--- src/rtl/spi_arb_pkg.sv ---
// Shared definitions for the SPI flash arbiter: grant state encoding
// and the pin levels driven while no master owns the flash.
package spi_arb_pkg;

    typedef enum logic [1:0] {
        IDLE     = 2'd0,
        GNT_CTRL = 2'd1,
        GNT_PROG = 2'd2,
        GUARD    = 2'd3
    } arb_state_t;

    localparam logic SPI_IDLE_CS   = 1'b1;
    localparam logic SPI_IDLE_CLK  = 1'b0;
    localparam logic SPI_IDLE_MOSI = 1'b0;

endpackage

--- src/rtl/sync_2ff.sv ---
// Two-flop synchronizer for single-bit FT2232-domain controls.
// Ports: clk, rst_n (async low), d (async in), q (synchronized out).
module sync_2ff (
    input  logic clk,
    input  logic rst_n,
    input  logic d,
    output logic q
);

    logic meta;

    always_ff @(posedge clk or negedge rst_n) begin
        if (!rst_n) begin
            meta <= 1'b0;
            q    <= 1'b0;
        end else begin
            meta <= d;
            q    <= meta;
        end
    end

endmodule

--- src/rtl/spi_flash_arbiter.sv ---
// Grants the SPI flash pins to the read controller or the FT2232 programmer
// with a CS-high guard between owners and CPU HALT while programming.
// Ports: clk, reset (async low); ctrl req/gnt/pins; prog req/gnt/pins;
// i_SPI_MISO; o_SPI_CLK/MOSI/CS flash pins; o_halt; o_timeout_err.
// Optional read watchdog: define SPI_ARB_TIMEOUT_EN.
import spi_arb_pkg::*;

module spi_flash_arbiter #(
    parameter int GUARD_CYCLES   = 3,
    parameter int TIMEOUT_CYCLES = 4096
) (
    input  logic clk,
    input  logic reset,
    input  logic i_ctrl_req,
    output logic o_ctrl_gnt,
    input  logic i_ctrl_spi_clk,
    input  logic i_ctrl_spi_mosi,
    input  logic i_ctrl_spi_cs,
    input  logic i_prog_req,
    output logic o_prog_gnt,
    input  logic i_prog_spi_clk,
    input  logic i_prog_spi_mosi,
    input  logic i_prog_spi_cs,
    input  logic i_SPI_MISO,
    output logic o_SPI_CLK,
    output logic o_SPI_MOSI,
    output logic o_SPI_CS,
    output logic o_halt,
    output logic o_timeout_err
);

    arb_state_t state, state_nxt;
    logic [7:0] guard_cnt;
    logic       prog_req_s;
    logic       ctrl_armed;
    logic       tmo_hit;

    // MISO goes straight to both masters outside this block.
    logic unused_miso;
    assign unused_miso = i_SPI_MISO;

    sync_2ff u_prog_sync (
        .clk   (clk),
        .rst_n (reset),
        .d     (i_prog_req),
        .q     (prog_req_s)
    );

`ifdef SPI_ARB_TIMEOUT_EN
    localparam int TW = $clog2(TIMEOUT_CYCLES + 1);

    logic [TW-1:0] tmo_cnt;
    logic          tmo_err_q;

    // Fires on the last owned cycle so ownership is at most TIMEOUT_CYCLES.
    assign tmo_hit = (state == GNT_CTRL) &&
                     (tmo_cnt == TW'(TIMEOUT_CYCLES - 1));

    always_ff @(posedge clk or negedge reset) begin
        if (!reset) begin
            tmo_cnt    <= '0;
            tmo_err_q  <= 1'b0;
            ctrl_armed <= 1'b1;
        end else begin
            if (state == GNT_CTRL && !tmo_hit)
                tmo_cnt <= tmo_cnt + 1'b1;
            else
                tmo_cnt <= '0;
            tmo_err_q <= tmo_hit;
            if (tmo_hit)
                ctrl_armed <= 1'b0;
            else if (!i_ctrl_req)
                ctrl_armed <= 1'b1;
        end
    end

    assign o_timeout_err = tmo_err_q;
`else
    localparam int unused_tmo = TIMEOUT_CYCLES;

    assign tmo_hit       = 1'b0;
    assign ctrl_armed    = 1'b1;
    assign o_timeout_err = 1'b0;
`endif

    always_ff @(posedge clk or negedge reset) begin
        if (!reset)
            state <= IDLE;
        else
            state <= state_nxt;
    end

    always_comb begin
        state_nxt = state;
        unique case (state)
            IDLE: begin
                if (prog_req_s)
                    state_nxt = GNT_PROG;
                else if (i_ctrl_req && ctrl_armed)
                    state_nxt = GNT_CTRL;
            end
            GNT_CTRL: begin
                if (!i_ctrl_req || tmo_hit)
                    state_nxt = GUARD;
            end
            GNT_PROG: begin
                if (!prog_req_s)
                    state_nxt = GUARD;
            end
            GUARD: begin
                if (guard_cnt == 8'd0)
                    state_nxt = IDLE;
            end
            default: state_nxt = IDLE;
        endcase
    end

    always_ff @(posedge clk or negedge reset) begin
        if (!reset)
            guard_cnt <= 8'd0;
        else if (state != GUARD && state_nxt == GUARD)
            guard_cnt <= 8'(GUARD_CYCLES - 1);
        else if (state == GUARD && guard_cnt != 8'd0)
            guard_cnt <= guard_cnt - 8'd1;
    end

    assign o_ctrl_gnt = (state == GNT_CTRL);
    assign o_prog_gnt = (state == GNT_PROG);
    assign o_halt     = prog_req_s | (state == GNT_PROG);

    // Owner pins pass through combinationally: no added FT SCK latency.
    always_comb begin
        o_SPI_CS   = SPI_IDLE_CS;
        o_SPI_CLK  = SPI_IDLE_CLK;
        o_SPI_MOSI = SPI_IDLE_MOSI;
        if (state == GNT_CTRL) begin
            o_SPI_CS   = i_ctrl_spi_cs;
            o_SPI_CLK  = i_ctrl_spi_clk;
            o_SPI_MOSI = i_ctrl_spi_mosi;
        end else if (state == GNT_PROG) begin
            o_SPI_CS   = i_prog_spi_cs;
            o_SPI_CLK  = i_prog_spi_clk;
            o_SPI_MOSI = i_prog_spi_mosi;
        end
    end

endmodule

--- config.mk ---
export PLATFORM = sky130hd
export DESIGN_NAME = spi_flash_arbiter
export DESIGN_NICKNAME = d
export VERILOG_FILES = /design/src/rtl/spi_arb_pkg.sv /design/src/rtl/sync_2ff.sv /design/src/rtl/spi_flash_arbiter.sv
export SDC_FILE = /design/constraint.sdc
export NUM_CORES = 1
export LEC_CHECK = 0
export CAP_MARGIN = 20
export CORE_MARGIN = 2
export CORE_UTILIZATION = 35
export DETAILED_ROUTE_END_ITERATION = 10
export GPL_ROUTABILITY_DRIVEN = 1
export PLACE_DENSITY_LB_ADDON = 0.3
export RECOVER_POWER = 25
export SKIP_CTS_REPAIR_TIMING = 1
export SYNTH_ARGS = -nofsm -noshare
export SYNTH_HDL_FRONTEND = slang
export SYNTH_SLANG_ARGS = --single-unit
--- constraint.sdc ---
create_clock -name clk -period 1.6 [get_ports clk]
set_input_delay 0.32 -clock clk [delete_from_list [all_inputs] [get_ports clk]]
set_output_delay 0.32 -clock clk [all_outputs]
set_load 0.01 [all_outputs]
==> flow_summary.ini, run 1 <==
[sta]
setup_slack_ps = -97.02
worst_clock_skew_ps = 9.315
setup_viol = 6
final_max_slew_viol_count = 0
relSlewSlack = 0.6319
rsz0062_at_grt = yes
timing.setup.tns_ps = -226.9
slew_at_the_pin_closest_to_its_max_slew_limit_ps = 550.3
max_clock_freq_ghz = 0.5893
hold_viol = 0
min_period_ps = 1697
finalCritPeriodShare = 1.061
timing.hold.ws_ps = 353.0

[final_layout]
finish.net_count = 118
layout-drive-gt1-share = 0.4095
area.growth.synth_to_final_pct = 51.29
antenna_cells = 0
finish.instance_area_um2 = 1100
layout_fillers = 178
post-route-util = 0.5606

[global_routing]
grt_usage = 0.1524
pin_count_of_the_biggest_net_entering_global_routing = 13
overflow = 0
grt_pass1_vias = 621
antenna_found_initial = 0
first_pass_grt_wire_length_um = 2863

[power_and_ir_drop]
vdd_drop_max_v = 0.0009865
total_leakage_power_uw = 0.0005232
power.density_nw_per_um2 = 1998

[die]
die_outline_height_um = 49.58
core.rowCount = 16
area_of_the_die_um2 = 2458
coreArea_um2 = 1962
fp.dieW_um = 49.58
ioPinCount = 18
initial_cell_density_of_the_core = 0.3705

[setup_path]
critical_path_peak_fanout = 3
worst-setup-path-type = reg2out
worstPathRequired_ps = 1280
cp-end-kind = output pin
timing.critical_path.arrival_ps = 1380
cp-start-kind = flop

[synthesis]
synth_seq_cells = 12
distinct_cell_type_count_after_synthesis = 38
synth_area_per_cell_um2 = 9.693
synthesis.nets = 87
number_of_flops_mapped_to_enable_cells_by_yosys = 0
synth.yosys.seq_area_share = 0.4131
synth-warning-count = 0
post_synth_inst_count = 75
ys.flop_type = sky130_fd_sc_hd__dfrtp_1
syn_area_um2 = 726.9
synth_async_sr_flop_share = 1.000

[placed_design]
port_buffers = 15
place_hpwl_um = 1287
gp_routability_congestion = 0.8200
post_dp_cell_area_um2 = 964.7

[routing]
postRouteAntennaNets = 0
drc = 0
drt_first_iter_violations = 16
drt_first_pass_iters = 4
final_routed_wirelength_um = 1809
vias_per_cell = 5.053
vias = 667
detail_route.wl_per_cell_um = 13.70

[outcome]
failed_checks = negative setup slack
status = finished with violations

[cts]
cts-buffers-inserted = 3
h_tree_depth = 1
cts.sinks = 12
clock_tree.root_cell = sky130_fd_sc_hd__clkbuf_4
worst_setup_hold_path_clk_slew_ps = 70
cts_tree = yes
clock_path_buffers = 2
worst_skew_pair.late_latency_ps = 280

[flow_run]
maxCapViolations = 0

[worst_hold_path]
hp-class = reg2reg
-- cells by family after synthesis --
logic type	count (synthesis)	share of synthesized area
buffers and inverters	11	0.07574
DFF	12	0.4131
adders and majority gates	1	0.01721
and+or+nand+nor	29	0.2599
AOI/OAI and AO/OA	17	0.1739
other	1	0.005159
muxes	4	0.05508
-- sequential cells by signal, indices dropped and copies added, names as in the netlist --
signal and count:
state 2, u_prog_sync.meta 1, u_prog_sync.q 1, guard_cnt 8
-- placed cells by master, fill, tap and decap left out, types with 2 or more instances in the layout --
cell type                          n
sky130_fd_sc_hd__buf_4            11
sky130_fd_sc_hd__clkdlybuf4s50_1   7
sky130_fd_sc_hd__clkbuf_4          3
sky130_fd_sc_hd__inv_1             7
sky130_fd_sc_hd__dlygate4sd3_1     2
sky130_fd_sc_hd__a22o_1            2
sky130_fd_sc_hd__a21oi_1           2
sky130_fd_sc_hd__buf_2             2
sky130_fd_sc_hd__buf_6             6
sky130_fd_sc_hd__nor3_2            2
sky130_fd_sc_hd__mux2i_1           4
sky130_fd_sc_hd__nor2_1            6
sky130_fd_sc_hd__o22a_1            2
sky130_fd_sc_hd__nand3_1           5
sky130_fd_sc_hd__dfrtp_1          12
sky130_fd_sc_hd__o211ai_1          2
sky130_fd_sc_hd__or3b_4            3
-- layout make-up --
type / count / area (µm²) / share of cell area
timing repair buffer: 30 / 267.8 / 0.2435
sequential: 12 / 300.3 / 0.2730
tap: 27 / 33.78 / 0.03072
clock buffer: 4 / 36.28 / 0.03299
inverter: 7 / 26.28 / 0.02389
multi-input combinational: 52 / 435.4 / 0.3959
-- cells in the mapped netlist (2+ instances only) --
cell type / count / area, µm²
sky130_fd_sc_hd__dfrtp_1: 12 / 300.3
sky130_fd_sc_hd__inv_1: 7 / 26.28
sky130_fd_sc_hd__nor2_1: 6 / 22.52
sky130_fd_sc_hd__nand3_1: 5 / 25.02
sky130_fd_sc_hd__mux2i_1: 4 / 40.04
sky130_fd_sc_hd__a21oi_1: 3 / 15.01
sky130_fd_sc_hd__a22o_1: 2 / 17.52
sky130_fd_sc_hd__buf_2: 2 / 10.01
sky130_fd_sc_hd__nand2_1: 2 / 7.510
sky130_fd_sc_hd__o211ai_1: 2 / 15.01
sky130_fd_sc_hd__o22a_1: 2 / 17.52
sky130_fd_sc_hd__or3b_2: 2 / 17.52
-- per-stage QoR --
stage / power, µW / instances / worst slack, ps
detailed placement: 1700 / 124 / -248.8
CTS: 1956 / 128 / -415.0
floorplan: 1257 / 75 / 8.097
global placement: 1672 / 124 / -229.0
global route: 2384 / 132 / -162.4
finish: 2198 / 132 / -97.02
-- power by group --
| group | switching [µW] | internal [µW] |
|---|---|---|
| Sequential | 109 | 422 |
| Clock | 110 | 138 |
| Combinational | 633 | 786 |
-- per-layer routing --
layer  track usage  wire length, µm
met1        0.2061              833
met2        0.2267              884
met3       0.04545               81
met4       0.06019                9
met5             0                0
-- final timing paths --
| path | end | depth (start not counted) | slack (ps) | from |
|---|---|---|---|---|
| min in group asynchronous | guard_cnt[2] | 1 | 460 | reset |
| worst min register to register | u_prog_sync.q | 0 | 350 | u_prog_sync.meta |
| worst min-delay path | u_prog_sync.q | 0 | 350 | u_prog_sync.meta |
| worst max register to register | guard_cnt[3] | 5 | -40 | guard_cnt[1] |
| worst max-delay path | o_SPI_MOSI | 4 | -100 | state[0] |
| max in group asynchronous | u_prog_sync.q | 1 | 770 | reset |
-- critical path, stage by stage (launching register included) --
cell and delay (ps):
sky130_fd_sc_hd__dfrtp_1 420, sky130_fd_sc_hd__and2b_2 240, sky130_fd_sc_hd__buf_6 120, sky130_fd_sc_hd__a22o_1 190, sky130_fd_sc_hd__buf_2 140
Note: power is estimated with default switching activity, not from simulation.
==> run 2, diff against run 1 <==
SKIP_CTS_REPAIR_TIMING = unset   (was 1)
==> flow_summary.ini, run 2 (same netlist as run 1, synthesis figures left out) <==
[outcome]
status = finished with violations
failed_checks = negative setup slack

[placed_design]
place_inst = 124
gp_routability_congestion = 0.8200
place_hpwl_um = 1287
post_dp_cell_area_um2 = 964.7
port_buffers = 15

[sta]
rsz0062_at_grt = yes
hold_viol = 0
finalCritPeriodShare = 1.013
max_clock_freq_ghz = 0.6172
timing.setup.tns_ps = -31.15
final_max_slew_viol_count = 0
worst_clock_skew_ps = 10.84
relSlewSlack = 0.6284
setup_slack_ps = -20.23
slew_at_the_pin_closest_to_its_max_slew_limit_ps = 555.6
setup_viol = 2
min_period_ps = 1620

[final_layout]
finish.instance_area_um2 = 1047
area.growth.synth_to_final_pct = 44.06
finish.net_count = 115
finish.cell_count_without_fillers = 129
biggestRegsByFlops = guard_cnt (8), state (2)
highest_count_cells_in_the_layout_ignoring_fill_and_taps = 12 x sky130_fd_sc_hd__dfrtp_1, 12 x sky130_fd_sc_hd__buf_4, 7 x sky130_fd_sc_hd__inv_1, 7 x sky130_fd_sc_hd__clkdlybuf4s50_1, 6 x sky130_fd_sc_hd__nor2_1
antenna_cells = 0
layout-drive-gt1-share = 0.3627
post-route-util = 0.5338
largest_register = guard_cnt
largest_register_ffs = 8

[routing]
vias_per_cell = 5.031
final_routed_wirelength_um = 1774
vias = 649
postRouteAntennaNets = 0
detail_route.wl_per_cell_um = 13.75
drt_first_iter_violations = 2
drt_first_pass_iters = 4
drc = 0

[worst_hold_path]
hold_path_end = u_prog_sync.q
hold_depth = 0
worst_hold_startpoint = u_prog_sync.meta
hp-class = reg2reg

[cts]
worst_skew_pair.late_latency_ps = 280
clock_path_buffers = 2
clock_tree.root_cell = sky130_fd_sc_hd__clkbuf_4
cts.sinks = 12
worst_setup_hold_path_clk_slew_ps = 90
cts-buffers-inserted = 3
cts-hold-fix-buffers = 0
cts_tree = yes
h_tree_depth = 1

[setup_path]
cp-end-kind = flop
timing.critical_path.arrival_ps = 1830
crit-reg2reg-launch = guard_cnt[1]
timing.reg2reg.setup_slack_ps = -20
reg2reg_to = guard_cnt[3]
cp-start-kind = flop
worst-setup-path-type = reg2reg
critical_path_peak_fanout = 3
ff2ff_path_depth = 5
worstPathRequired_ps = 1810

[die]
area_of_the_die_um2 = 2458
core.rowCount = 16
die_outline_height_um = 49.58
fp.dieW_um = 49.58
coreArea_um2 = 1962
ioPinCount = 18
initial_cell_density_of_the_core = 0.3705

[global_routing]
antenna_found_initial = 0
pin_count_of_the_biggest_net_entering_global_routing = 13
first_pass_grt_wire_length_um = 2925
grt_usage = 0.1562
grt_pass1_vias = 622
overflow = 0

[power_and_ir_drop]
total_leakage_power_uw = 0.0004879
design_power_total_uw = 2080
power.density_nw_per_um2 = 1986
vdd_drop_max_v = 0.0009750

[flow_run]
maxCapViolations = 0
## run 2: cell types whose count changed in the layout (fill, tap and decap cells not counted), sizes merged
| cell | delta |
|---|---|
| clkbuf | -1 |
| buf | -3 |
| clkdlybuf4s15 | +1 |
| dlymetal6s2s | -1 |
| dlygate4sd2 | +1 |
## run 2: metal layers
layer | global-route usage | up-vias | share of wire
met3 | 0.03636 | 4 | 0.032
met1 | 0.2156 | 304 | 0.46
met2 | 0.2333 | 10 | 0.49
met5 | 0 | - | 0
met4 | 0.06481 | 0 | 0.015
li1 | - | 331 | -
## run 2: how the worst max path moves through the flow
stage | start | endpoint | depth (start not counted)
2_1_floorplan | guard_cnt[0] | guard_cnt[3] | 5
3_3_place_gp | i_prog_spi_cs | o_SPI_CS | 4
3_5_place_dp | i_prog_spi_cs | o_SPI_CS | 4
4_1_cts | guard_cnt[1] | guard_cnt[4] | 5
5_1_grt | guard_cnt[1] | guard_cnt[3] | 5
6_report | guard_cnt[1] | guard_cnt[3] | 5
## run 2: worst max-delay path, cell delays in order, from the launching register on
cell and delay, ps:
sky130_fd_sc_hd__dfrtp_1 380, sky130_fd_sc_hd__inv_1 60, sky130_fd_sc_hd__ha_2 170, sky130_fd_sc_hd__or4b_4 510
sky130_fd_sc_hd__o211ai_1 230, sky130_fd_sc_hd__mux2i_1 200
## run 2: layout make-up
class	count	area, µm²
Multi-Input combinational cell	52	425.4
Timing Repair Buffer	27	225.2
Clock buffer	4	36.28
Fill cell	198	914.6
Sequential cell	12	300.3
Tap cell	27	33.78
Inverter	7	26.28
## run 2: per-stage QoR
| step | setup WS [ps] | hold slack, ps |
|---|---|---|
| detailed placement | -248.8 | 337.9 |
| global placement | -229.0 | 333.9 |
| global route | -82.96 | 360.3 |
| finish | -20.23 | 353.0 |
| floorplan | 8.097 | 24.41 |
| CTS | -8.421 | 355.8 |
## run 2: what timing repair did
item	CTS	global route
buffers inserted	0	1
gates cloned	0	0
gates resized for setup	23	11
pin swaps	0	1
setup endpoints to repair	9	12
hold endpoints to repair	0	0
## run 2: report_power, final
part / total, µW / switching, µW / internal [µW] / leakage, µW
logic: 1300 / 605 / 698 / 0.000325
registers: 528 / 106 / 422 / 0.000142
clock network: 249 / 111 / 138 / 0.0000210
total: 2080 / 822 / 1260 / 0.000488
